<file path="src/rtl/delay_chain_meas_ctrl_pkg.sv">
// rtl/delay_chain_meas_ctrl_pkg.sv - shared types, default widths and saturating add for the delay measurement block
package delay_meas_pkg;

    typedef enum logic [2:0] {
        ST_IDLE,
        ST_REST,
        ST_CHECK,
        ST_LAUNCH,
        ST_MEASURE,
        ST_FINISH
    } meas_state_t;

    localparam int DEF_CNT_W       = 16;
    localparam int DEF_TRIAL_W     = 8;
    localparam int DEF_SUM_W       = 24;
    localparam int DEF_SETTLE_CYC  = 8;
    localparam int DEF_SYNC_STAGES = 2;

    // Adds two values and clamps the result to the all-ones value of a width-bit field.
    function automatic logic [63:0] sat_add(input logic [63:0] a, input logic [63:0] b,
                                            input int unsigned width);
        logic [64:0] s;
        logic [63:0] lim;
        s   = {1'b0, a} + {1'b0, b};
        lim = (width >= 64) ? '1 : ((64'd1 << width) - 64'd1);
        return (s > {1'b0, lim}) ? lim : s[63:0];
    endfunction

endpackage

</file>
<file path="src/rtl/delay_chain_meas_ctrl_if.sv">
// rtl/delay_chain_meas_ctrl_if.sv - host-side control/result bundle (option: DELAY_MINMAX_EN)
interface delay_chain_meas_ctrl_if #(
    parameter int CNT_W   = delay_meas_pkg::DEF_CNT_W,
    parameter int TRIAL_W = delay_meas_pkg::DEF_TRIAL_W,
    parameter int SUM_W   = delay_meas_pkg::DEF_SUM_W
);
    logic               start;
    logic [TRIAL_W-1:0] trials;
    logic [CNT_W-1:0]   timeout;
    logic               busy;
    logic               done;
    logic               error;
    logic [SUM_W-1:0]   delay_sum;
    logic [CNT_W-1:0]   last_delay;
    logic [TRIAL_W-1:0] trials_done;
`ifdef DELAY_MINMAX_EN
    logic [CNT_W-1:0]   delay_min;
    logic [CNT_W-1:0]   delay_max;
`endif

    modport master (
        output start, trials, timeout,
        input  busy, done, error, delay_sum, last_delay, trials_done
`ifdef DELAY_MINMAX_EN
        , input delay_min, delay_max
`endif
    );

    modport slave (
        input  start, trials, timeout,
        output busy, done, error, delay_sum, last_delay, trials_done
`ifdef DELAY_MINMAX_EN
        , output delay_min, delay_max
`endif
    );

endinterface

</file>
<file path="src/rtl/delay_chain_meas_ctrl_sync.sv">
// rtl/delay_chain_meas_ctrl_sync.sv - reset-to-0 synchroniser for the asynchronous delay path result
module delay_path_sync #(
    parameter int STAGES = delay_meas_pkg::DEF_SYNC_STAGES
) (
    input  logic clk,
    input  logic rst_n,
    input  logic i_d,
    output logic o_q
);
    logic [STAGES-1:0] r_sync;

    always_ff @(posedge clk or negedge rst_n) begin
        if (!rst_n) begin
            r_sync <= '0;
        end else begin
            r_sync <= {r_sync[STAGES-2:0], i_d};
        end
    end

    assign o_q = r_sync[STAGES-1];

endmodule

</file>
<file path="src/rtl/delay_chain_meas_ctrl.sv">
// rtl/delay_chain_meas_ctrl.sv - delay chain measurement sequencer (option: DELAY_MINMAX_EN adds min/max)
module delay_chain_meas_ctrl
    import delay_meas_pkg::*;
#(
    parameter int CNT_W        = DEF_CNT_W,
    parameter int TRIAL_W      = DEF_TRIAL_W,
    parameter int SUM_W        = DEF_SUM_W,
    parameter int SETTLE_CYC   = DEF_SETTLE_CYC,
    parameter int SYNC_STAGES  = DEF_SYNC_STAGES,
    parameter bit PATH_INVERTS = 1'b0
) (
    input  logic                    clk,
    input  logic                    rst_n,
    delay_chain_meas_ctrl_if.slave  host,
    output logic                    path_input,
    input  logic                    path_result
);
    localparam int SET_W = (SETTLE_CYC > 1) ? $clog2(SETTLE_CYC) : 1;
    localparam logic [SET_W-1:0] SETTLE_LAST = SET_W'(SETTLE_CYC - 1);

    meas_state_t        r_state;
    logic [TRIAL_W-1:0] r_trials;
    logic [CNT_W-1:0]   r_timeout;
    logic [CNT_W-1:0]   r_cnt;
    logic [SET_W-1:0]   r_settle;
    logic               r_path_input;
    logic               r_busy;
    logic               r_done;
    logic               r_error;
    logic [SUM_W-1:0]   r_delay_sum;
    logic [CNT_W-1:0]   r_last_delay;
    logic [TRIAL_W-1:0] r_trials_done;
`ifdef DELAY_MINMAX_EN
    logic [CNT_W-1:0]   r_delay_min;
    logic [CNT_W-1:0]   r_delay_max;
`endif

    logic               w_res_s;
    logic [CNT_W-1:0]   w_cnt_inc;
    logic [TRIAL_W-1:0] w_td_inc;
    logic [SUM_W-1:0]   w_sum_next;
    logic               w_rest_lvl;
    logic               w_hi_lvl;

    delay_path_sync #(.STAGES(SYNC_STAGES)) u_sync (
        .clk   (clk),
        .rst_n (rst_n),
        .i_d   (path_result),
        .o_q   (w_res_s)
    );

    // Expected synchronised levels for a parked (0) and launched (1) chain input.
    assign w_rest_lvl = PATH_INVERTS;
    assign w_hi_lvl   = ~PATH_INVERTS;

    assign w_cnt_inc  = (&r_cnt) ? r_cnt : r_cnt + CNT_W'(1);
    assign w_td_inc   = r_trials_done + TRIAL_W'(1);
    assign w_sum_next = SUM_W'(sat_add(64'(r_delay_sum), 64'(w_cnt_inc), SUM_W));

    always_ff @(posedge clk or negedge rst_n) begin
        if (!rst_n) begin
            r_state       <= ST_IDLE;
            r_trials      <= '0;
            r_timeout     <= '0;
            r_cnt         <= '0;
            r_settle      <= '0;
            r_path_input  <= 1'b0;
            r_busy        <= 1'b0;
            r_done        <= 1'b0;
            r_error       <= 1'b0;
            r_delay_sum   <= '0;
            r_last_delay  <= '0;
            r_trials_done <= '0;
`ifdef DELAY_MINMAX_EN
            r_delay_min   <= '0;
            r_delay_max   <= '0;
`endif
        end else begin
            r_done <= 1'b0;
            case (r_state)
                ST_IDLE: begin
                    if (host.start) begin
                        r_trials      <= (host.trials == '0) ? TRIAL_W'(1) : host.trials;
                        r_timeout     <= host.timeout;
                        r_delay_sum   <= '0;
                        r_trials_done <= '0;
                        r_error       <= 1'b0;
                        r_busy        <= 1'b1;
                        r_settle      <= '0;
`ifdef DELAY_MINMAX_EN
                        r_delay_min   <= '1;
                        r_delay_max   <= '0;
`endif
                        r_state       <= ST_REST;
                    end
                end
                ST_REST: begin
                    r_path_input <= 1'b0;
                    if (r_settle == SETTLE_LAST) begin
                        r_settle <= '0;
                        r_state  <= ST_CHECK;
                    end else begin
                        r_settle <= r_settle + SET_W'(1);
                    end
                end
                ST_CHECK: begin
                    // A result not at its rest level after settling means the chain is stuck.
                    if (w_res_s != w_rest_lvl) begin
                        r_error <= 1'b1;
                        r_done  <= 1'b1;
                        r_state <= ST_FINISH;
                    end else begin
                        r_state <= ST_LAUNCH;
                    end
                end
                ST_LAUNCH: begin
                    r_path_input <= 1'b1;
                    r_cnt        <= '0;
                    r_state      <= ST_MEASURE;
                end
                ST_MEASURE: begin
                    if (w_res_s == w_hi_lvl) begin
                        r_last_delay  <= w_cnt_inc;
                        r_delay_sum   <= w_sum_next;
                        r_trials_done <= w_td_inc;
                        r_path_input  <= 1'b0;
`ifdef DELAY_MINMAX_EN
                        if (w_cnt_inc < r_delay_min) r_delay_min <= w_cnt_inc;
                        if (w_cnt_inc > r_delay_max) r_delay_max <= w_cnt_inc;
`endif
                        if (w_td_inc < r_trials) begin
                            r_settle <= '0;
                            r_state  <= ST_REST;
                        end else begin
                            r_done   <= 1'b1;
                            r_state  <= ST_FINISH;
                        end
                    end else if ((r_timeout != '0) && (w_cnt_inc == r_timeout)) begin
                        r_error      <= 1'b1;
                        r_path_input <= 1'b0;
                        r_done       <= 1'b1;
                        r_state      <= ST_FINISH;
                    end else begin
                        r_cnt <= w_cnt_inc;
                    end
                end
                ST_FINISH: begin
                    // done is high during this state, so a start seen here is dropped.
                    r_path_input <= 1'b0;
                    r_busy       <= 1'b0;
                    r_state      <= ST_IDLE;
                end
                default: begin
                    r_state <= ST_IDLE;
                end
            endcase
        end
    end

    assign path_input       = r_path_input;
    assign host.busy        = r_busy;
    assign host.done        = r_done;
    assign host.error       = r_error;
    assign host.delay_sum   = r_delay_sum;
    assign host.last_delay  = r_last_delay;
    assign host.trials_done = r_trials_done;
`ifdef DELAY_MINMAX_EN
    assign host.delay_min   = r_delay_min;
    assign host.delay_max   = r_delay_max;
`endif

endmodule

</file>
<file path="src/flat_wrapper.sv">
// flat-port wrapper written by rule: the top's interface ports become plain ports
module delay_chain_meas_ctrl_flat import delay_meas_pkg::*;
#(
    parameter int CNT_W        = DEF_CNT_W,
    parameter int TRIAL_W      = DEF_TRIAL_W,
    parameter int SUM_W        = DEF_SUM_W,
    parameter int SETTLE_CYC   = DEF_SETTLE_CYC,
    parameter int SYNC_STAGES  = DEF_SYNC_STAGES,
    parameter bit PATH_INVERTS = 1'b0
)
  (clk, rst_n, path_input, path_result, host_start, host_trials, host_timeout, host_busy, host_done, host_error, host_delay_sum, host_last_delay, host_trials_done);
  delay_chain_meas_ctrl_if #(.CNT_W(CNT_W), .TRIAL_W(TRIAL_W), .SUM_W(SUM_W)) host_i ();
  input  logic clk;
  input  logic rst_n;
  output logic path_input;
  input  logic path_result;
  input wire logic [$bits(host_i.start)-1:0] host_start;
  input wire logic [$bits(host_i.trials)-1:0] host_trials;
  input wire logic [$bits(host_i.timeout)-1:0] host_timeout;
  output wire logic [$bits(host_i.busy)-1:0] host_busy;
  output wire logic [$bits(host_i.done)-1:0] host_done;
  output wire logic [$bits(host_i.error)-1:0] host_error;
  output wire logic [$bits(host_i.delay_sum)-1:0] host_delay_sum;
  output wire logic [$bits(host_i.last_delay)-1:0] host_last_delay;
  output wire logic [$bits(host_i.trials_done)-1:0] host_trials_done;
  assign host_i.start = host_start;
  assign host_i.trials = host_trials;
  assign host_i.timeout = host_timeout;
  assign host_busy = host_i.busy;
  assign host_done = host_i.done;
  assign host_error = host_i.error;
  assign host_delay_sum = host_i.delay_sum;
  assign host_last_delay = host_i.last_delay;
  assign host_trials_done = host_i.trials_done;
  delay_chain_meas_ctrl #(.CNT_W(CNT_W), .TRIAL_W(TRIAL_W), .SUM_W(SUM_W), .SETTLE_CYC(SETTLE_CYC), .SYNC_STAGES(SYNC_STAGES), .PATH_INVERTS(PATH_INVERTS)) u_core (.clk(clk), .rst_n(rst_n), .host(host_i), .path_input(path_input), .path_result(path_result));
endmodule
</file>
<file path="config.mk">
export PLATFORM = sky130hd
export DESIGN_NAME = delay_chain_meas_ctrl_flat
export DESIGN_NICKNAME = d
export VERILOG_FILES = /design/src/rtl/delay_chain_meas_ctrl_pkg.sv /design/src/rtl/delay_chain_meas_ctrl_if.sv /design/src/rtl/delay_chain_meas_ctrl_sync.sv /design/src/rtl/delay_chain_meas_ctrl.sv /design/src/flat_wrapper.sv
export SDC_FILE = /design/constraint.sdc
export NUM_CORES = 1
export LEC_CHECK = 0
export ABC_AREA = 1
export CAP_MARGIN = 10
export CORE_MARGIN = 2
export CORE_UTILIZATION = 30
export CTS_CLUSTER_SIZE = 12
export DETAILED_ROUTE_END_ITERATION = 6
export HOLD_SLACK_MARGIN = 0.02
export MAX_ROUTING_LAYER = met4
export PLACE_DENSITY = 0.6
export SLEW_MARGIN = 20
export SYNTH_ARGS = -nofsm -noshare
export SYNTH_HDL_FRONTEND = slang
export SYNTH_SLANG_ARGS = --single-unit
</file>
<file path="constraint.sdc">
create_clock -name clk -period 8.8 [get_ports clk]
set_clock_uncertainty 0.2 [all_clocks]
set_input_delay 0.88 -clock clk [delete_from_list [all_inputs] [get_ports clk]]
set_output_delay 0.88 -clock clk [all_outputs]
set_load 0.02 [all_outputs]
</file>
Word-level counts from Yosys, hierarchy flattened
Index checks and enable logic that the tools add are counted.
{"block": "op_classes", "addsub": 4, "n_mul": 0, "div_mod_pow": 0, "magnitude_cmp": 2, "n_eq_ne": 16, "n_shift": 0, "n_mux": 39, "bitwise": 0, "reduce_logical": 21}
{"op": "2-to-1 mux 24 bit", "count": 3}
{"op": "2-to-1 mux 16 bit", "count": 3}
{"op": "case mux 24 bit (2 select lines)", "count": 1}
{"op": "case mux 16 bit (2 select lines)", "count": 1}
{"op": "2-to-1 mux 3 bit", "count": 10}
{"op": "adder 24 x 16 -> 25 bit", "count": 1}
{"op": "> comparator 25 x 24 -> 1 bit (second input constant)", "count": 1}
{"op": "2-to-1 mux 8 bit", "count": 3}
{"op": "adder 16 x 1 -> 16 bit (second input constant)", "count": 1}
{"op": "== test 16 bit", "count": 1}
{"op": "case mux 8 bit (2 select lines)", "count": 1}
{"op": "AND reduction 16 bit", "count": 1}
{"op": "nonzero test 16 bit", "count": 1}
{"op": "case mux 3 bit (5 select lines)", "count": 1}
{"op": "2-to-1 mux 1 bit", "count": 11}
{"op": "!= test 2 bit (second input constant)", "count": 5}
{"op": "== test 3 bit (second input constant)", "count": 3}
{"op": "case mux 3 bit (3 select lines)", "count": 1}
{"op": "AND reduction 3 bit", "count": 3}
{"op": "nonzero test 3 bit", "count": 3}
{"op": "adder 8 x 1 -> 8 bit (second input constant)", "count": 1}
{"op": "logical NOT 8 bit", "count": 1}
{"op": "less-than comparator 8 bit", "count": 1}
{"op": "AND reduction 2 bit", "count": 4}
{"op": "other kinds (13)", "count": 20}
{"block": "totals", "regBits": 100, "latch_bits": 0, "ramBits": 0, "mem_bits_ro": 0, "inputBits": 28, "out_inout_bits": 52, "word_cells": 95, "memories": 0}

Depth between registers and ports, before layout
Gate-level depths: netlist (run 1).
{"block": "logic_depth", "word_depth": 7, "ltp_mapped": 24, "ltp_nobuf": 23}

By module
From an unflattened synthesis (run 1), not the netlist that was laid out.
{"block": "hier_totals", "hier_cells": 854, "hier_area_um2": 6157.2}
{"module": "delay_chain_meas_ctrl", "instances": 1, "cells_each": 852, "area_each_um2": 6107.1, "seq_area_each_um2": 2452.4}
{"module": "delay_path_sync", "instances": 1, "cells_each": 2, "area_each_um2": 50.0, "seq_area_each_um2": 50.0}

Worst setup path after synthesis (run 1)
No wires, ideal clock.
{"block": "synth_path", "kind": "register -> register", "start": "reg u_core.r_cnt[0]", "end": "reg u_core.r_delay_sum[21], in the netlist u_core.host.delay_sum[21]", "setup_ps": 121, "arrival_time_ps": 3208, "required_time_ps": 8479, "path_slack_ps": 5271, "stages_incl_launch_ff": 23, "n_path_buf": 1, "synth_period_minus_slack_ps": 3529, "cell_sequence": "dfrtp_1 ha_1 nand2_1 nor2_1 nand2_1 nor2_1 nand2_1 nand2_1 inv_1 ha_1 fa_1 nand2_1 nand2_1 o21ai_0 nor3_1 nand2_1 nand3_1 a21oi_1 inv_1 nand2_1 clkbuf_1 nand3_1 a22o_1"}
{"block": "synth_via", "elab_chain_len": 7, "word_cells_on_any_way": 8, "classes_between": "add/sub (2); order compare (1); mux (4); reduce/logical (1)"}
{"item": "from (decl)", "line_no": "delay_chain_meas_ctrl.sv:24", "text": "logic [CNT_W-1:0] r_cnt;"}
{"item": "from (signal assigned)", "line_no": "delay_chain_meas_ctrl.sv:144", "text": "r_cnt <= w_cnt_inc;"}
{"item": "adder 16 x 1 -> 16 bit / AND reduction 16 bit (equally long branches)", "line_no": "delay_chain_meas_ctrl.sv:56", "text": "assign w_cnt_inc = (&r_cnt) ? r_cnt : r_cnt + CNT_W'(1);"}
{"item": "2-to-1 mux 16 bit (*)", "line_no": "delay_chain_meas_ctrl.sv:56"}
{"item": "named net u_core.w_cnt_inc[0]", "line_no": "delay_chain_meas_ctrl.sv:39", "text": "logic [CNT_W-1:0] w_cnt_inc;"}
{"item": "adder 24 x 16 -> 25 bit (*)", "line_no": "delay_chain_meas_ctrl_pkg.sv:24", "text": "s = {1'b0, a} + {1'b0, b};"}
{"item": "> comparator 25 x 24 -> 1 bit", "line_no": "delay_chain_meas_ctrl_pkg.sv:26", "text": "return (s > {1'b0, lim}) ? lim : s[63:0];"}
{"item": "2-to-1 mux 24 bit (*)", "line_no": "delay_chain_meas_ctrl_pkg.sv:26"}
{"item": "2-to-1 mux 24 bit (*)", "line_no": "delay_chain_meas_ctrl.sv:122", "text": "if (w_res_s == w_hi_lvl) begin"}
{"item": "case mux 24 bit (2 select lines) (*)", "line_no": "delay_chain_meas_ctrl.sv:80", "text": "case (r_state)"}
{"item": "to (signal assigned)", "line_no": "delay_chain_meas_ctrl.sv:124", "text": "r_delay_sum <= w_sum_next;"}
{"item": "to (decl)", "line_no": "delay_chain_meas_ctrl.sv:30", "text": "logic [SUM_W-1:0] r_delay_sum;"}
Mark *: on every way through the listed nets, which the timed path passes. The rest lies on a longest branch. The select of a mux whose other input is x is not followed.
A chain may end at the register's enable or synchronous reset.

Worst setup path in the final report (run 1)
{"block": "layout_path", "start": "reg u_core.r_cnt[0]", "end": "reg u_core.r_delay_sum[2], in the netlist u_core.host.delay_sum[2]"}
The elaborated chain is that of the path after synthesis.

==> metrics.md, run 1 <==
| Metric | Value |
|---|---|
| Clk sinks | 100 |
| RSZ-0062 raised after global routing | no |
| Clk Latency, worst-skew pair | 360 ps |
| Largest net degree at the start of global routing | 54 |
| Post-CTS Hold Buffers | 0 |
| # port buffers | 79 |
| Startpoint Class | flip-flop |
| Slew margin rel. | 49.28% |
| Final antenna-violating net count | 0 |
| R2R cell count | 21 |
| Most frequent cell after synthesis | nand2_1 |
| Critical Path End Type | flip-flop |
| Avg Synthesized Cell Area | 7.451 um2 |
| Flop2flop setup slack | 4460 ps |
| CTS Buf Count | 9 |
| CTS clock-pin slew for the worst setup and hold paths | 70 ps |
| Number of DRC markers in iteration 0 | 423 |
| Post-CTS Resized | 0 |
| Full die area | 0.02155 mm2 |
| Yosys warning total | 0 |
| Pins Over Slew Limit | 0 |
| Worst R2R Start | u_core.r_cnt[0] |
| Vias per Instance | 4.755 |
| DRT Pass-1 Iters | 5 |
| Hold Crit Class | reg2reg |
| Layout cells sized above 1 | 4.778% |
| CTS tree | built |
| Post-synth top area share | 40.91% |
| CTS root buf | clkbuf_16 |
| Initial Utilization | 30.43% |
| EDFF count, synth | 0 |
| Post-DP HPWL | 13.30 mm |
| Fillcell total | 2107 |
| Clock Path Buffers | 2 |
| Top FF cell, synth | dfrtp_1 |
| Antenna Cells | 0 |
| Routed WL | 17.75 mm |
| Post-synth ARST share | 100.0% |
| Setup TNS | 0 ps |
| Nets | 954 |
| Yosys reg bits | 100 |
| Hold Path Depth | 0 |
| Pwr Density | 209.5 mW/mm2 |
| Worst EP required | 8850 ps |
| Core Box Area | 0.02010 mm2 |
| Critical Path Max Stage Delay | 590 ps |
| Area of the multi-input gates | 0.003176 mm2 |
| Final hold vios | 0 |
| Layout overhead on the synthesized area | 23.15% |
| Die X | 146.8 um |
| Critical path cell sequence | ha_1 -> nand2_1 -> nor2_1 -> nand2_1 -> nor2_1 -> nand2_1 -> nand2_1 -> inv_1 -> ha_1 -> fa_1 -> nand2_1 -> nand2_1 -> o21ai_0 -> nor3_1 -> nand2_1 -> nand3_1 -> a21oi_1 -> inv_1 -> nand2_1 -> o21ai_0 -> a22o_1 |
| Max IR drop VDD | 0.0001147 V |
| Htree depth | 3 |
| Routed wire per std cell | 15.17 um |
| Crit-path max FO | 21 |
| Setup bufs post-CTS | 0 |
| Final setup viols | 0 |
| Commonest cells in the synthesized netlist | nand2_1, dfrtp_1, inv_1 |
| Sequential cell area | 0.002502 mm2 |
| WHS Endpoint | u_core.u_sync.r_sync[1] |
| Overall power | 1.578 mW |
| Critical hold path startpoint | u_core.u_sync.r_sync[0] |
| Crit path kind | reg2reg |
| Mapped Cells | 821 |
| Top cells by area, synth | dfrtp_1, nand2_1, nand3_1 |
| Worst setup path start | u_core.r_cnt[0] |
| Worst r2r dst | u_core.host.delay_sum[2] |
| Seq/Total Area, Yosys | 40.91% |
| Yosys cell types | 42 |
| Slew @ Worst Pin | 759.0 ps |
| DR DRC count | 0 |
| Io pins | 80 |
| Initial antenna violation count | 0 |
| Syn Std Cell Area | 0.006117 mm2 |
| Slowest cell on the critical path | nand2_1 |
| Static Leakage | 3.786 nW |
| Synth area leader | dfrtp_1 |
| Global Route Usage Sum | 17.44% |
| Die Height | 146.8 um |
| Worst EP arrival | 4380 ps |
| Achievable Freq | 230.7 MHz |
| Rows | 52 |
| Most frequent CP cell | nand2_1 |
| Vias post-DR | 5563 |
| Final hold slack | 150.8 ps |
| Total grt overflow | 0 |
| Tmin final | 4335 ps |
| Syn_nets | 880 |
| Max cap viols | 0 |
| First-pass GRT wire length | 28.97 mm |
| Gp weighted congestion | 0.9111 |
| Status | completed |
| Vias in the first global route | 5423 |
| Fin crit share | 49.26% |
[where the power goes]
part | switching [mW] | internal [mW]
sequential | 0.0769 | 0.547
combinational | 0.303 | 0.178
clock | 0.192 | 0.281
[layer usage]
metal  global-route usage, %  vias to the layer above  share of wire [%]
met5                       -                        -                  0
met3                   2.174                       21                3.9
met4                   5.922                        0                2.1
met2                   26.34                      135                 45
met1                   24.30                     2575                 49
li1                        -                     2832                  -
[cell usage in the layout (no fill, tap or decap), types with 3 or more instances in the layout]
master / count
buf_4: 7
clkbuf_16: 9
nor2_1: 77
nand2_1: 221
xor2_1: 16
o21bai_1: 4
dfrtp_1: 100
xnor2_1: 9
nand4_1: 6
ha_1: 30
nand3b_1: 3
inv_6: 3
nor4_1: 3
inv_1: 87
nand2_2: 5
nand3_1: 80
nor2_2: 5
or2_2: 3
nor3_1: 13
bufinv_16: 3
o21ai_0: 43
clkdlybuf4s50_1: 78
a22o_1: 3
a21oi_1: 51
a21o_1: 12
o22ai_1: 6
[critical path: cells and delay by family, from the launching register on]
family                     cells  cell delay [ps]
buffers and inverters          2              210
AOI/OAI and AO/OA              4              720
DFF                            1              440
and+or+nand+nor               12             1820
adders and majority gates      3              820
[worst max-delay path by stage]
stage | end | slack [ps]
2_1_floorplan | u_core.host.delay_sum[21] | 5270
3_3_place_gp | u_core.host.delay_sum[2] | 4600
3_5_place_dp | u_core.host.delay_sum[2] | 4500
4_1_cts | u_core.host.delay_sum[2] | 4490
5_1_grt | u_core.host.delay_sum[2] | 4030
6_report | u_core.host.delay_sum[2] | 4460
[state kept, by name (all words and copies together), names as in the netlist]
| name | cells |
|---|---|
| u_core.r_settle | 3 |
| u_core.r_state | 3 |
| u_core.u_sync.r_sync | 2 |
| u_core.r_trials | 8 |
| u_core.host.last_delay | 16 |
| u_core.host.trials_done | 8 |
| u_core.host.error | 1 |
| u_core.host.done | 1 |
| u_core.r_timeout | 16 |
| u_core.host.busy | 1 |
| u_core.r_cnt | 16 |
| u_core.path_input | 1 |
| u_core.host.delay_sum | 24 |
[cells by family after synthesis]
logic type      synth area share, %
xor+xnor                      3.579
compound gates                12.09
buf+inv                       7.220
flops                         40.91
mux                          0.3681
fa+ha+maj                     6.464
simple gates                  29.37
[per-stage QoR]
stage | util (%) | std cells | setup slack, ps | cell area (um2)
floorplan | - | 821 | 5271 | 6117
global placement | 35.75 | 1154 | 4598 | 7187
detailed placement | 35.75 | 1154 | 4504 | 7187
CTS | 37.47 | 1170 | 4494 | 7533
global route | 37.47 | 1170 | 4035 | 7533
finish | 37.47 | 1170 | 4465 | 7533
[area by class of cell]
cell class / instances / share of cell area (%)
Clock buffer: 9 / 2.990
Clock inverter: 7 / 1.611
Inverter: 90 / 4.484
Multi-Input combinational cell: 609 / 42.15
Sequential cell: 100 / 33.22
Tap cell: 270 / 4.484
Timing Repair Buffer: 85 / 11.06
No activity file was read; power rests on OpenSTA's default activity.
==> inputs of run 2 (changes only) <==
Clock period 8.8 ns to 4.5 ns, I/O delays scaled along.
==> run 2 against run 1 <==
Effect of this change:
- the flow now finishes with violations (hold timing)
- critical path type unchanged
- critical path depth grew 1
- fmax rose by 6.0%
- utilization decreased by 0.075 points
- count of clock-buffer cells in the layout increased by 2
- sequential power is 94% higher
- wire length increased by 1.4%
- largest cell class unchanged
- die area stayed put
- register-to-register slack got worse by 4100 ps
- cell count grew 0.26%
- via count grew 1.5%
- worst setup slack got worse by 4100 ps
==> metrics.md, run 2 (same netlist as run 1, synthesis figures left out) <==
| Metric | Value |
|---|---|
| Setup TNS | 0 ps (unchanged) |
| CTS tree | built |
| Worst EP arrival | 4140 ps (-240 ps) |
| Vias per Instance | 4.813 (+1.2%) |
| Slew margin rel. | 40.55% (-8.7 points) |
| Pins Over Slew Limit | 0 (unchanged) |
| Static Leakage | 3.779 nW (-0.18%) |
| Clk Latency, worst-skew pair | 360 ps (about the same) |
| Setup bufs post-CTS | 0 (unchanged) |
| Critical path cell sequence | ha_1 -> nand2_1 -> nor2_1 -> nand2_1 -> nor2_1 -> nand2_1 -> nand2_1 -> inv_1 -> ha_1 -> fa_1 -> nand2_1 -> nand2_1 -> o21ai_0 -> nor3_1 -> nand2_1 -> nand3_1 -> a21oi_1 -> inv_1 -> nand2_2 -> buf_6 -> nand3_1 -> a22o_1 |
| Max cap viols | 0 (unchanged) |
| R2R cell count | 22 (+4.8%) |
| Status | finished, violations left |
| Final antenna-violating net count | 0 (unchanged) |
| DP Area | 0.007209 mm2 (+0.31%) |
| Final setup viols | 0 (unchanged) |
| Routed WL | 18.00 mm (+1.4%) |
| CTS root buf | clkbuf_16 |
| Largest net degree at the start of global routing | 68 (+26%) |
| # port buffers | 79 (unchanged) |
| Worst EP required | 4550 ps (-4300 ps) |
| Initial Utilization | 30.43% (unchanged) |
| Most frequent CP cell | nand2_1 |
| Global Route Usage Sum | 17.80% (+0.36 points) |
| Vias post-DR | 5646 (+1.5%) |
| Max FFs per register | 24 (unchanged) |
| Full die area | 0.02155 mm2 (unchanged) |
| CTS Buf Count | 9 (unchanged) |
| Design area | 0.007518 mm2 (-0.20%) |
| Io pins | 80 (unchanged) |
| Leading cell type in the layout, fill and taps excluded | nand2_1 |
| Slew @ Worst Pin | 891.7 ps (+132.8 ps) |
| Die Height | 146.8 um (unchanged) |
| Initial antenna violation count | 0 (unchanged) |
| Layout cells sized above 1 | 5.094% (+0.32 points) |
| CTS clock-pin slew for the worst setup and hold paths | 70 ps (about the same) |
| Vias in the first global route | 5489 (+1.2%) |
| Hold Crit Class | in2async |
| Critical Path End Type | flip-flop |
| Number of DRC markers in iteration 0 | 373 (-12%) |
| Worst R2R Start | u_core.r_cnt[0] |
| Startpoint Class | flip-flop |
| Clock Path Buffers | 2 (unchanged) |
| Commonest cells after routing, fill and taps aside | nand2_1, dfrtp_1, inv_1, nand3_1, clkdlybuf4s50_1 |
| Crit path kind | reg2reg |
| Crit-path max FO | 13 (-38%) |
| Achievable Freq | 244.4 MHz (+6.0%) |
| Gp weighted congestion | 0.9145 (+0.37%) |
| Antenna Cells | 0 (unchanged) |
| Slowest cell on the critical path | dfrtp_1 |
| Layout overhead on the synthesized area | 22.91% |
| Die X | 146.8 um (unchanged) |
| Worst r2r dst | u_core.host.delay_sum[21] |
| First-pass GRT wire length | 29.38 mm (+1.4%) |
| Max IR drop VDD | 0.0001908 V (+66%) |
| Rows | 52 (unchanged) |
| Final hold slack | -0.2514 ps (-151.1 ps) |
| Critical Path Max Stage Delay | 440 ps (-150 ps) |
| Final hold vios | 1 (+1) |
| Htree depth | 3 (unchanged) |
| DRT Pass-1 Iters | 5 (unchanged) |
| Pwr Density | 393.8 mW/mm2 (+88%) |
| Core Box Area | 0.02010 mm2 (unchanged) |
| RSZ-0062 raised after global routing | no |
| Flop2flop setup slack | 410 ps (-4060 ps) |
| Failing checks | hold timing |
| Clk sinks | 100 (unchanged) |
| Post-DP HPWL | 13.50 mm (+1.5%) |
| Routed wire per std cell | 15.34 um (+1.1%) |
| Tmin final | 4091 ps (-244.0 ps) |
| DR DRC count | 0 (unchanged) |
| Total grt overflow | 0 (unchanged) |
| Fin crit share | 90.91% (+42 points) |
| Nets | 957 (+0.31%) |
[run 2: changes by cell type in the layout (fill, tap and decap cells not counted), sizes merged]
cell      delta
buf          +3
bufinv       -2
clkbuf       +2
clkinv       +1
clkinvlp     +1
inv          -2
[run 2: final cells by class]
class	count	area, um2
timing repair buffer	88	859.6
clock buffer	11	242.7
inverter	90	337.8
fill	2087	12590
multi-input combinational	609	3178
sequential	100	2502
clock inverter	5	60.06
tap	270	337.8
[run 2: through the flow]
step / worst slack, ps / power, mW / std cells / hold WS, ps / util (%)
after floorplan: 970.5 / 1.828 / 821 / -45.59 / -
after global placement: 460.0 / 2.165 / 1157 / 132.4 / 35.86
after detailed placement: 302.2 / 2.173 / 1157 / 138.1 / 35.86
after CTS: 272.0 / 2.994 / 1173 / 56.03 / 37.37
after global routing: 45.52 / 3.190 / 1173 / 90.30 / 37.40
final: 408.9 / 2.961 / 1173 / -0.2514 / 37.40
[run 2: metal layers]
layer	share of wire, %	GRT usage, %	up-vias
li1	-	-	2834
met1	48	23.71	2667
met2	45	27.61	117
met3	4.7	3.075	28
met4	2.3	5.971	0
met5	0	-	-
[run 2: critical path: cells and delay by family (launching register included)]
kind                     cells  cell delay, ps
buffers and inverters        3             440
adder cells (fa/ha/maj)      3             830
flip-flops                   1             440
AND/OR/NAND/NOR             13            1530
AO/OA/AOI/OAI                3             530
[run 2: how the worst max path moves through the flow]
stage / startpoint / end / slack, ps / cells after the start
final: u_core.r_cnt[0] / u_core.host.delay_sum[21] / 410 / 22
after global routing: u_core.r_cnt[0] / u_core.host.delay_sum[22] / 50 / 23
after CTS: u_core.r_cnt[0] / u_core.host.delay_sum[21] / 270 / 22
after detailed placement: u_core.r_cnt[0] / u_core.host.delay_sum[21] / 300 / 22
after global placement: u_core.r_cnt[0] / u_core.host.delay_sum[21] / 460 / 22
after floorplan: u_core.r_cnt[0] / u_core.host.delay_sum[21] / 970 / 22
[run 2: power by group]
part	leakage (nW)	internal, mW	switching [mW]
Clock	0.146	0.449	0.360
Sequential	1.31	1.07	0.144
Combinational	2.33	0.346	0.591
Total	3.78	1.87	1.10
[run 2: timing repair]
item,in CTS,in global routing
setup endpoints to repair,0,12
gates resized for setup,0,2
hold buffers,0,0
